File: src/rtl/alu_p_accumulator_if.sv
// Handshake and data bundle between the ALU-side producer, the P accumulator and the result consumer.
// Latency: none (wires only).
// Backpressure: in_valid/in_ready on the term side, out_valid/out_ready on the result side.
interface alu_p_accumulator_if #(
    parameter int Width = 48,
    parameter int LenW  = 8
);
    logic             start;
    logic [LenW-1:0]  acc_len;
    logic             in_valid;
    logic             in_ready;
    logic [Width-1:0] S;
    logic             COUT;
    logic [Width-1:0] W_FB;
    logic [Width-1:0] P_OUT;
    logic             OVF;
    logic             out_valid;
    logic             out_ready;

    modport master (
        output start, acc_len, in_valid, S, COUT, out_ready,
        input  in_ready, W_FB, P_OUT, OVF, out_valid
    );

    modport slave (
        input  start, acc_len, in_valid, S, COUT, out_ready,
        output in_ready, W_FB, P_OUT, OVF, out_valid
    );
endinterface

File: src/rtl/alu_p_accumulator.sv
// Accumulates acc_len ALU sums through the W feedback path and reports the final P with a sticky carry flag.
// Latency: result valid 1 cycle after the final accepted term; W_FB is combinational from stored P.
// Backpressure: terms accepted only in ACC; the result is held in DONE until out_ready.
module alu_p_accumulator #(
    parameter int Width = 48,
    parameter int LenW  = 8
) (
    input  logic                  clk,
    input  logic                  reset,
    alu_p_accumulator_if.slave    bus
);

    typedef enum logic [1:0] {
        IDLE = 2'd0,
        ACC  = 2'd1,
        DONE = 2'd2
    } state_t;

    localparam logic [LenW-1:0] LenOne = {{(LenW-1){1'b0}}, 1'b1};
    localparam logic [LenW:0]   CntOne = {{LenW{1'b0}}, 1'b1};

    state_t           state_q;
    state_t           state_d;
    logic [LenW-1:0]  len_q;
    logic [LenW:0]    cnt_q;
    logic [LenW:0]    cnt_inc;
    logic [Width-1:0] p_q;
    logic             ovf_sticky_q;
    logic [Width-1:0] p_out_q;
    logic             ovf_q;

    logic             in_ready;
    logic             out_valid;
    logic [Width-1:0] w_fb;
    logic             accept;
    logic             last_term;

    // cnt is one bit wider than len so cnt+1 never wraps, even at the maximum length.
    assign cnt_inc   = cnt_q + CntOne;
    assign accept    = bus.in_valid & in_ready;
    assign last_term = accept && (cnt_inc == {1'b0, len_q});

    always_ff @(posedge clk or posedge reset) begin
        if (reset) begin
            state_q <= IDLE;
        end else begin
            state_q <= state_d;
        end
    end

    always_comb begin
        state_d = state_q;
        case (state_q)
            IDLE:    if (bus.start)     state_d = ACC;
            ACC:     if (last_term)     state_d = DONE;
            DONE:    if (bus.out_ready) state_d = IDLE;
            default: state_d = IDLE;
        endcase
    end

    // First term of a run must see W=0, so feedback is only live once a term has been taken.
    always_comb begin
        in_ready  = 1'b0;
        out_valid = 1'b0;
        w_fb      = '0;
        case (state_q)
            ACC: begin
                in_ready = 1'b1;
                if (cnt_q != '0) begin
                    w_fb = p_q;
                end
            end
            DONE:    out_valid = 1'b1;
            default: ;
        endcase
    end

    always_ff @(posedge clk or posedge reset) begin
        if (reset) begin
            len_q        <= '0;
            cnt_q        <= '0;
            p_q          <= '0;
            ovf_sticky_q <= 1'b0;
            p_out_q      <= '0;
            ovf_q        <= 1'b0;
        end else begin
            if (state_q == IDLE && bus.start) begin
                len_q        <= (bus.acc_len == '0) ? LenOne : bus.acc_len;
                cnt_q        <= '0;
                p_q          <= '0;
                ovf_sticky_q <= 1'b0;
            end else if (accept) begin
                p_q          <= bus.S;
                ovf_sticky_q <= ovf_sticky_q | bus.COUT;
                cnt_q        <= cnt_inc;
            end
            // Result registers only change on the final term; they keep their value after hand-off.
            if (last_term) begin
                p_out_q <= bus.S;
                ovf_q   <= ovf_sticky_q | bus.COUT;
            end
        end
    end

    assign bus.in_ready  = in_ready;
    assign bus.out_valid = out_valid;
    assign bus.W_FB      = w_fb;
    assign bus.P_OUT     = p_out_q;
    assign bus.OVF       = ovf_q;

endmodule

File: src/flat_wrapper.sv
// flat-port wrapper written by rule: the top's interface ports become plain ports
module alu_p_accumulator_flat 
#(
    parameter int Width = 48,
    parameter int LenW  = 8
)
  (clk, reset, bus_start, bus_acc_len, bus_in_valid, bus_S, bus_COUT, bus_out_ready, bus_in_ready, bus_W_FB, bus_P_OUT, bus_OVF, bus_out_valid);
  alu_p_accumulator_if #(.Width(Width), .LenW(LenW)) bus_i ();
  input  logic clk;
  input  logic reset;
  input wire logic [$bits(bus_i.start)-1:0] bus_start;
  input wire logic [$bits(bus_i.acc_len)-1:0] bus_acc_len;
  input wire logic [$bits(bus_i.in_valid)-1:0] bus_in_valid;
  input wire logic [$bits(bus_i.S)-1:0] bus_S;
  input wire logic [$bits(bus_i.COUT)-1:0] bus_COUT;
  input wire logic [$bits(bus_i.out_ready)-1:0] bus_out_ready;
  output wire logic [$bits(bus_i.in_ready)-1:0] bus_in_ready;
  output wire logic [$bits(bus_i.W_FB)-1:0] bus_W_FB;
  output wire logic [$bits(bus_i.P_OUT)-1:0] bus_P_OUT;
  output wire logic [$bits(bus_i.OVF)-1:0] bus_OVF;
  output wire logic [$bits(bus_i.out_valid)-1:0] bus_out_valid;
  assign bus_i.start = bus_start;
  assign bus_i.acc_len = bus_acc_len;
  assign bus_i.in_valid = bus_in_valid;
  assign bus_i.S = bus_S;
  assign bus_i.COUT = bus_COUT;
  assign bus_i.out_ready = bus_out_ready;
  assign bus_in_ready = bus_i.in_ready;
  assign bus_W_FB = bus_i.W_FB;
  assign bus_P_OUT = bus_i.P_OUT;
  assign bus_OVF = bus_i.OVF;
  assign bus_out_valid = bus_i.out_valid;
  alu_p_accumulator #(.Width(Width), .LenW(LenW)) u_core (.clk(clk), .reset(reset), .bus(bus_i));
endmodule
File: config.mk
export PLATFORM = sky130hd
export DESIGN_NAME = alu_p_accumulator_flat
export DESIGN_NICKNAME = d
export VERILOG_FILES = /design/src/rtl/alu_p_accumulator_if.sv /design/src/rtl/alu_p_accumulator.sv /design/src/flat_wrapper.sv
export SDC_FILE = /design/constraint.sdc
export NUM_CORES = 1
export LEC_CHECK = 0
export ABC_AREA = 1
export ABC_CLOCK_PERIOD_IN_PS = 3700
export CAP_MARGIN = 20
export CORE_MARGIN = 2
export CORE_UTILIZATION = 43
export CTS_CLUSTER_DIAMETER = 50
export DETAILED_ROUTE_END_ITERATION = 8
export PLACE_DENSITY = 0.78
export SLEW_MARGIN = 20
export SYNTH_ARGS = -nofsm -noshare
export SYNTH_HDL_FRONTEND = slang
export SYNTH_SLANG_ARGS = --single-unit
File: constraint.sdc
create_clock -name clk -period 3.7 [get_ports clk]
set_clock_uncertainty 0.2 [all_clocks]
set_input_delay 0.37 -clock clk [delete_from_list [all_inputs] [get_ports clk]]
set_output_delay 0.37 -clock clk [all_outputs]
set_load 0.005 [all_outputs]
; ---- Word-level counts from Yosys, hierarchy flattened
; Cells that the tools add are included.
[word_totals]
reg_bits = 117
elab_cells = 38
[classes]
add_sub_neg = 1
n_eq_ne = 6
muxes = 15
n_bitwise = 2
reduce_logical = 7
[op_table]
columns = cell, n
row1 = $mux 48, 4
row2 = $mux 9, 2
row3 = $add 9x1->9 const B, 1
row4 = $eq 9x8->1, 1
row5 = $reduce_bool 9->1, 1
row6 = $logic_not 8->1, 1
row7 = $mux 8, 1
row8 = $mux 2, 3
row9 = $pmux 2 s3, 1
row10 = $mux 1, 4
row11 = $ne 2x2->1 const B, 2
row12 = $reduce_and 3->1, 1
row13 = $eq 2x1->1 const B, 1
row14 = $eq 2x2->1 const B, 1
row15 = $logic_and 1x1->1, 2
row16 = $logic_not 2->1, 1
row17 = $ne 2x1->1 const B, 1
row18 = $reduce_bool 2->1, 1
row19 = $and 1x1->1, 1
row20 = $or 1x1->1, 1

; ---- Longest topological paths before layout
[logic_depth]
ltp_word = 6
ltp_mapped = 14
ltp_nobuf = 12

; ---- Least setup slack after synthesis
; OpenSTA, ideal clock, no wires.
[synth_timing]
path_kind = reg2out
start = reg u_core.cnt_q[0]
end = out bus_W_FB[27]
t_arrival_ns = 1.560
path_slack_ns = 1.570
stages_incl_launch_ff = 8
path_buffers = 2
cell_sequence = dfrtp_1 -> inv_1 -> ha_1 -> nand4_1 -> nor4_1 -> buf_2 -> buf_2 -> nor3_1
[synth_between]
elab_chain_cells = 3
[synth_rtl]
columns = item, line_no
row1 = start: declaration, alu_p_accumulator.sv:25  ; logic [LenW:0] cnt_q;
row2 = start signal: assignment, alu_p_accumulator.sv:95  ; cnt_q <= cnt_inc;
row3 = $reduce_bool 9->1, alu_p_accumulator.sv:69  ; if (cnt_q != '0) begin
row4 = $mux 48, alu_p_accumulator.sv:69
row5 = $mux 48, alu_p_accumulator.sv:66  ; case (state_q)
row6 = end: declaration, flat_wrapper.sv:18  ; output wire logic [$bits(bus_i.W_FB)-1:0] bus_W_FB;
; Every way passes these cells.

; ---- Worst setup path after layout
[layout_timing]
start = reg u_core.cnt_q[0]
end = out bus_W_FB[14]
; The elaborated chain is that of the path after synthesis.

==> reports/results.txt <==
The flow ran to the end, and the final reports show no timing, DRC or antenna violations. The launch instance of the worst register-to-register path is u_core.cnt_q[0]$_DFFE_PP0P_. The clock reaches the later pin of the worst-skew pair after 0.41 ns. Summed over all failing endpoints, the final setup total negative slack is 0 ns. The average routed wire per standard cell is 15.5 µm. Count of flip-flops with a built-in enable after synthesis: 0. Derived from the worst setup path, the maximum achievable clock frequency is 321 MHz. For the total I/O pin count, the log shows 161. The die is 116 µm wide. Once placement completed, the tool counted placed cells totaling 952. The slack of the worst reg-to-reg path is 1.07 ns, and the maximum level of the CTS H-tree is 4.

Combinational cells account for 40.1% of the total power. Count of endpoints failing hold in the final timing report: 0. The port buffer count works out to 160. TritonCTS built the clock tree.

Dividing the detail-routed via count by the number of cells gives 5.12. The run gives 0 as the max capacitance violation total. Number of endpoints failing setup at the final stage: 0. The worst setup path is launched from a register. Once layout is complete, the cells apart from fillers number 984.

Data arrival time at the worst-slack endpoint: 2.55 ns. The run gives 0 as the DRC violation count after routing. The cell count of the worst reg-to-reg path was 10; the clock slew at the register clock pins of the worst setup and hold paths was 0.06 ns. The cell family contributing the most delay on the critical path is buffers and inverters. During synthesis, Yosys emitted a total of 0 warnings. Of the total power, registers draw 31.0%. Data on the critical path is required at its endpoint by 3.13 ns.

The routed design has 15300 µm of wire. The run gives 17 as the number of buffers inserted during clock tree synthesis. Summing the sequential cell areas from Yosys gives 54.7% of the chip area. Signal routing reaches up to met4. Minimum period implied by the final worst setup slack: 3.12 ns. For this run, the leading register cell type out of synthesis is sky130_fd_sc_hd__dfrtp_1. The synthesized netlist occupies a cell area of 0.00535 mm².

Detailed routing inserted a total of 5037 vias. The power density relative to cell area was 789 mW/mm²; the ratio of cells with drive above 1 in the final layout was 6.74%. For the wire length the detailed router placed on met1, the log shows 6580 µm. At the pin with the least slew margin, the transition time is 0.650 ns. The region available for standard cell placement spans 0.0121 mm². The number of global-route vias before repair is 5086, and the remaining max-slew budget at the tightest pin is 56.7%.

The run gives 1.02 ns as the minimum setup slack after placement. The part of the power in the clock network was 28.9%. After the first detailed-routing iteration, the DRC count stood at 456. The share of synthesized area spent on multiplexers was 0%.

Simple-gate share of the synthesized area: 28.6%. Arithmetic-cell share of the synthesized area counting full adders, half adders and majority gates: 0.468%. Setup repair after global routing left no endpoint under its margin. The highest cell delay on the worst timing path is 0.48 ns. The gate count after technology mapping came out at 652. Design internal power: 4030 µW. The critical path is of the reg -> out type. In this run the mean area of a mapped cell was 8.21 µm². Counting both buffers and inverters, the worst setup path holds a total of 3.

The congestion estimate from routability-driven global placement came to 0.824. Summing the areas of all xor and xnor instances in the mapped netlist gives 0.164% of the synthesized area. The number of nets in the final layout is 867, and the area fraction in compound gates after synthesis is 6.29%.

The aggregate global routing overflow was 0; the first-pass iteration count of the detailed router was 6. The maximum buffer depth of the clock tree came out at 2. Walking the worst path, the cells encountered are inv_1, ha_1, nand4_1, nor4_2, buf_4, nor3_1, clkdlybuf4s50_1.

Number of buffers inserted for hold repair after clock tree synthesis: 0. The clock net in this run drives a total of 117 sinks. After synthesis the netlist holds a flip-flop and latch count of 117. The run gives 0 as the count of cells resized by post-cts repair. In this run the critical register-to-register path is captured at u_core.bus.P_OUT[29]$_DFFE_PP0P_.

The post-detailed-route count of antenna-violating nets is 0, and the switching share of total power is 33.7%. After floorplanning, the core was divided into 40 placement rows. The number of antenna diodes in the final layout is 0. After synthesis, the share of flip-flops with an asynchronous set or reset is 100%.

After layout, the worst path uses 84.2% of the clock period. In this run the worst hold path is classified as in -> async. The floorplan step defined a die boundary enclosing 0.0134 mm².

Entering global routing, the biggest net connects 58 pins. Global routing used 23.8% of the available tracks across all layers. Summed over all nets, the switching power comes to 2040 µW. The tools report the element type at the critical path end as an output pin. Among all stages on the critical path, the largest delay is contributed by sky130_fd_sc_hd__clkdlybuf4s50_1.

The run gives 0 as the number of antenna violations at the first check in global routing. When the netlist entered floorplanning its net count stood at 716. The wire-length estimate of the detail-placed layout is 10200 µm. The met3 wire length came out at 1030 µm. From bottom edge to top edge, the die measures 116 µm. For the total count of max-transition violations in the final report, the log shows 0.

The run gives 44.4% as the initial core utilization. The largest vdd supply drop is 0.318 mV. The tools report the startpoint of the worst setup timing path as u_core.cnt_q[0]$_DFFE_PP0P_. Slack of the critical path: 0.584 ns. The routed design uses 7470 µm of met2 wire.

In this run the worst path has a maximum fanout of 25. The dominant combinational cell family by area after synthesis is simple AND/OR/NAND/NOR gates. Unique cell type count in the Yosys netlist: 24. The standby leakage power is 0.00370 µW, and the area growth from synthesis to layout is 43.7%. The run gives 24800 µm as the first-pass GRT wire length.

The post-CTS setup-driven buffer insertion count came out at 0. The tree is rooted in a sky130_fd_sc_hd__clkbuf_16.
[state kept, by name, summed over array words and instances (netlist names)]
name / cells
u_core.cnt_q: 9
u_core.len_q: 8
u_core.ovf_sticky_q: 1
u_core.bus.P_OUT: 48
u_core.state_q: 2
u_core.bus.OVF: 1
u_core.p_q: 48
[cells by family after synthesis]
group                    Yosys count
adder cells (fa/ha/maj)            2
AND/OR/NAND/NOR                  349
buffers and inverters            117
flip-flops                       117
XOR/XNOR                           1
AO/OA/AOI/OAI                     66
[how the worst max path moves through the flow]
stage / slack (ns) / endpoint / depth (start not counted)
global placement: 1.00 / bus_W_FB[14] / 7
detailed placement: 1.02 / bus_W_FB[14] / 7
finish: 0.58 / bus_W_FB[14] / 7
global route: 0.44 / bus_W_FB[14] / 7
floorplan: 0.03 / u_core.bus.OVF$_DFFE_PP0P_ / 1
CTS: 0.56 / bus_W_FB[14] / 7
[placed cells by master (no fill, tap or decap), types with 4 or more instances in the layout]
master,count
sky130_fd_sc_hd__a21oi_1,5
sky130_fd_sc_hd__buf_4,8
sky130_fd_sc_hd__bufinv_16,4
sky130_fd_sc_hd__clkbuf_16,17
sky130_fd_sc_hd__clkdlybuf4s50_1,160
sky130_fd_sc_hd__clkinvlp_4,4
sky130_fd_sc_hd__dfrtp_1,117
sky130_fd_sc_hd__inv_1,76
sky130_fd_sc_hd__nand2_1,201
sky130_fd_sc_hd__nand2_2,5
sky130_fd_sc_hd__nand3_1,68
sky130_fd_sc_hd__nand4_1,5
sky130_fd_sc_hd__nor2_1,11
sky130_fd_sc_hd__nor2_4,4
sky130_fd_sc_hd__nor3_1,49
sky130_fd_sc_hd__o21ai_0,56
sky130_fd_sc_hd__o22ai_1,5
[worst register-to-register path, stage by stage, from the launching register on]
cell,delay (ns)
sky130_fd_sc_hd__dfrtp_1,0.42
sky130_fd_sc_hd__inv_1,0.15
sky130_fd_sc_hd__ha_1,0.35
sky130_fd_sc_hd__xnor2_1,0.16
sky130_fd_sc_hd__nand3_1,0.09
sky130_fd_sc_hd__nor2_1,0.09
sky130_fd_sc_hd__nand2_1,0.10
sky130_fd_sc_hd__nor2_4,0.12
sky130_fd_sc_hd__nand3_4,0.51
sky130_fd_sc_hd__nand2_1,0.25
sky130_fd_sc_hd__nand2_1,0.08
[synth_stat cells, types with 5 or more instances]
cell / count / area share, %
sky130_fd_sc_hd__nand2_1: 203 / 14
sky130_fd_sc_hd__dfrtp_1: 117 / 55
sky130_fd_sc_hd__o22ai_1: 5 / 0.58
sky130_fd_sc_hd__inv_1: 77 / 5.4
sky130_fd_sc_hd__a21oi_1: 5 / 0.47
sky130_fd_sc_hd__buf_2: 12 / 1.1
sky130_fd_sc_hd__clkbuf_1: 17 / 1.2
sky130_fd_sc_hd__nand4_1: 5 / 0.58
sky130_fd_sc_hd__nor2_1: 11 / 0.77
sky130_fd_sc_hd__nand3_1: 68 / 6.4
sky130_fd_sc_hd__nor3_1: 49 / 4.6
sky130_fd_sc_hd__o21ai_0: 56 / 5.2
sky130_fd_sc_hd__buf_6: 9 / 1.9
[routing by layer]
metal | track usage [%] | up-vias
li1 | - | 2378
met4 | 8.27 | 0
met5 | 0 | -
met2 | 38.7 | 235
met3 | 5.75 | 22
met1 | 31.2 | 2402
[final cells by class]
class / instances / area, µm²
fill: 990 / 4370
timing repair buffer: 170 / 1700
clock buffer: 21 / 460
multi-input combinational: 418 / 1920
sequential: 117 / 2930
tap: 168 / 210
clock inverter: 11 / 173
inverter: 79 / 299
[stage by stage]
stage	hold slack (ns)	utilization [%]	instance area, µm²	total power (µW)
after floorplan	0.265	-	5350	2980
after global placement	0.253	58.5	7060	4260
after detailed placement	0.258	58.5	7060	4320
after CTS	0.0365	63.8	7690	6100
after global routing	0.0615	63.8	7690	6410
final	0.0465	63.8	7690	6070
[power by group through the flow]
stage	clock network (µW)	registers, µW	logic [µW]
after floorplan	0	1840	1140
after global placement	0	1870	2390
after detailed placement	0	1890	2430
after CTS	1780	1880	2450
after global routing	1830	1920	2670
final	1760	1880	2430
Power figures use the tool's default switching activity.
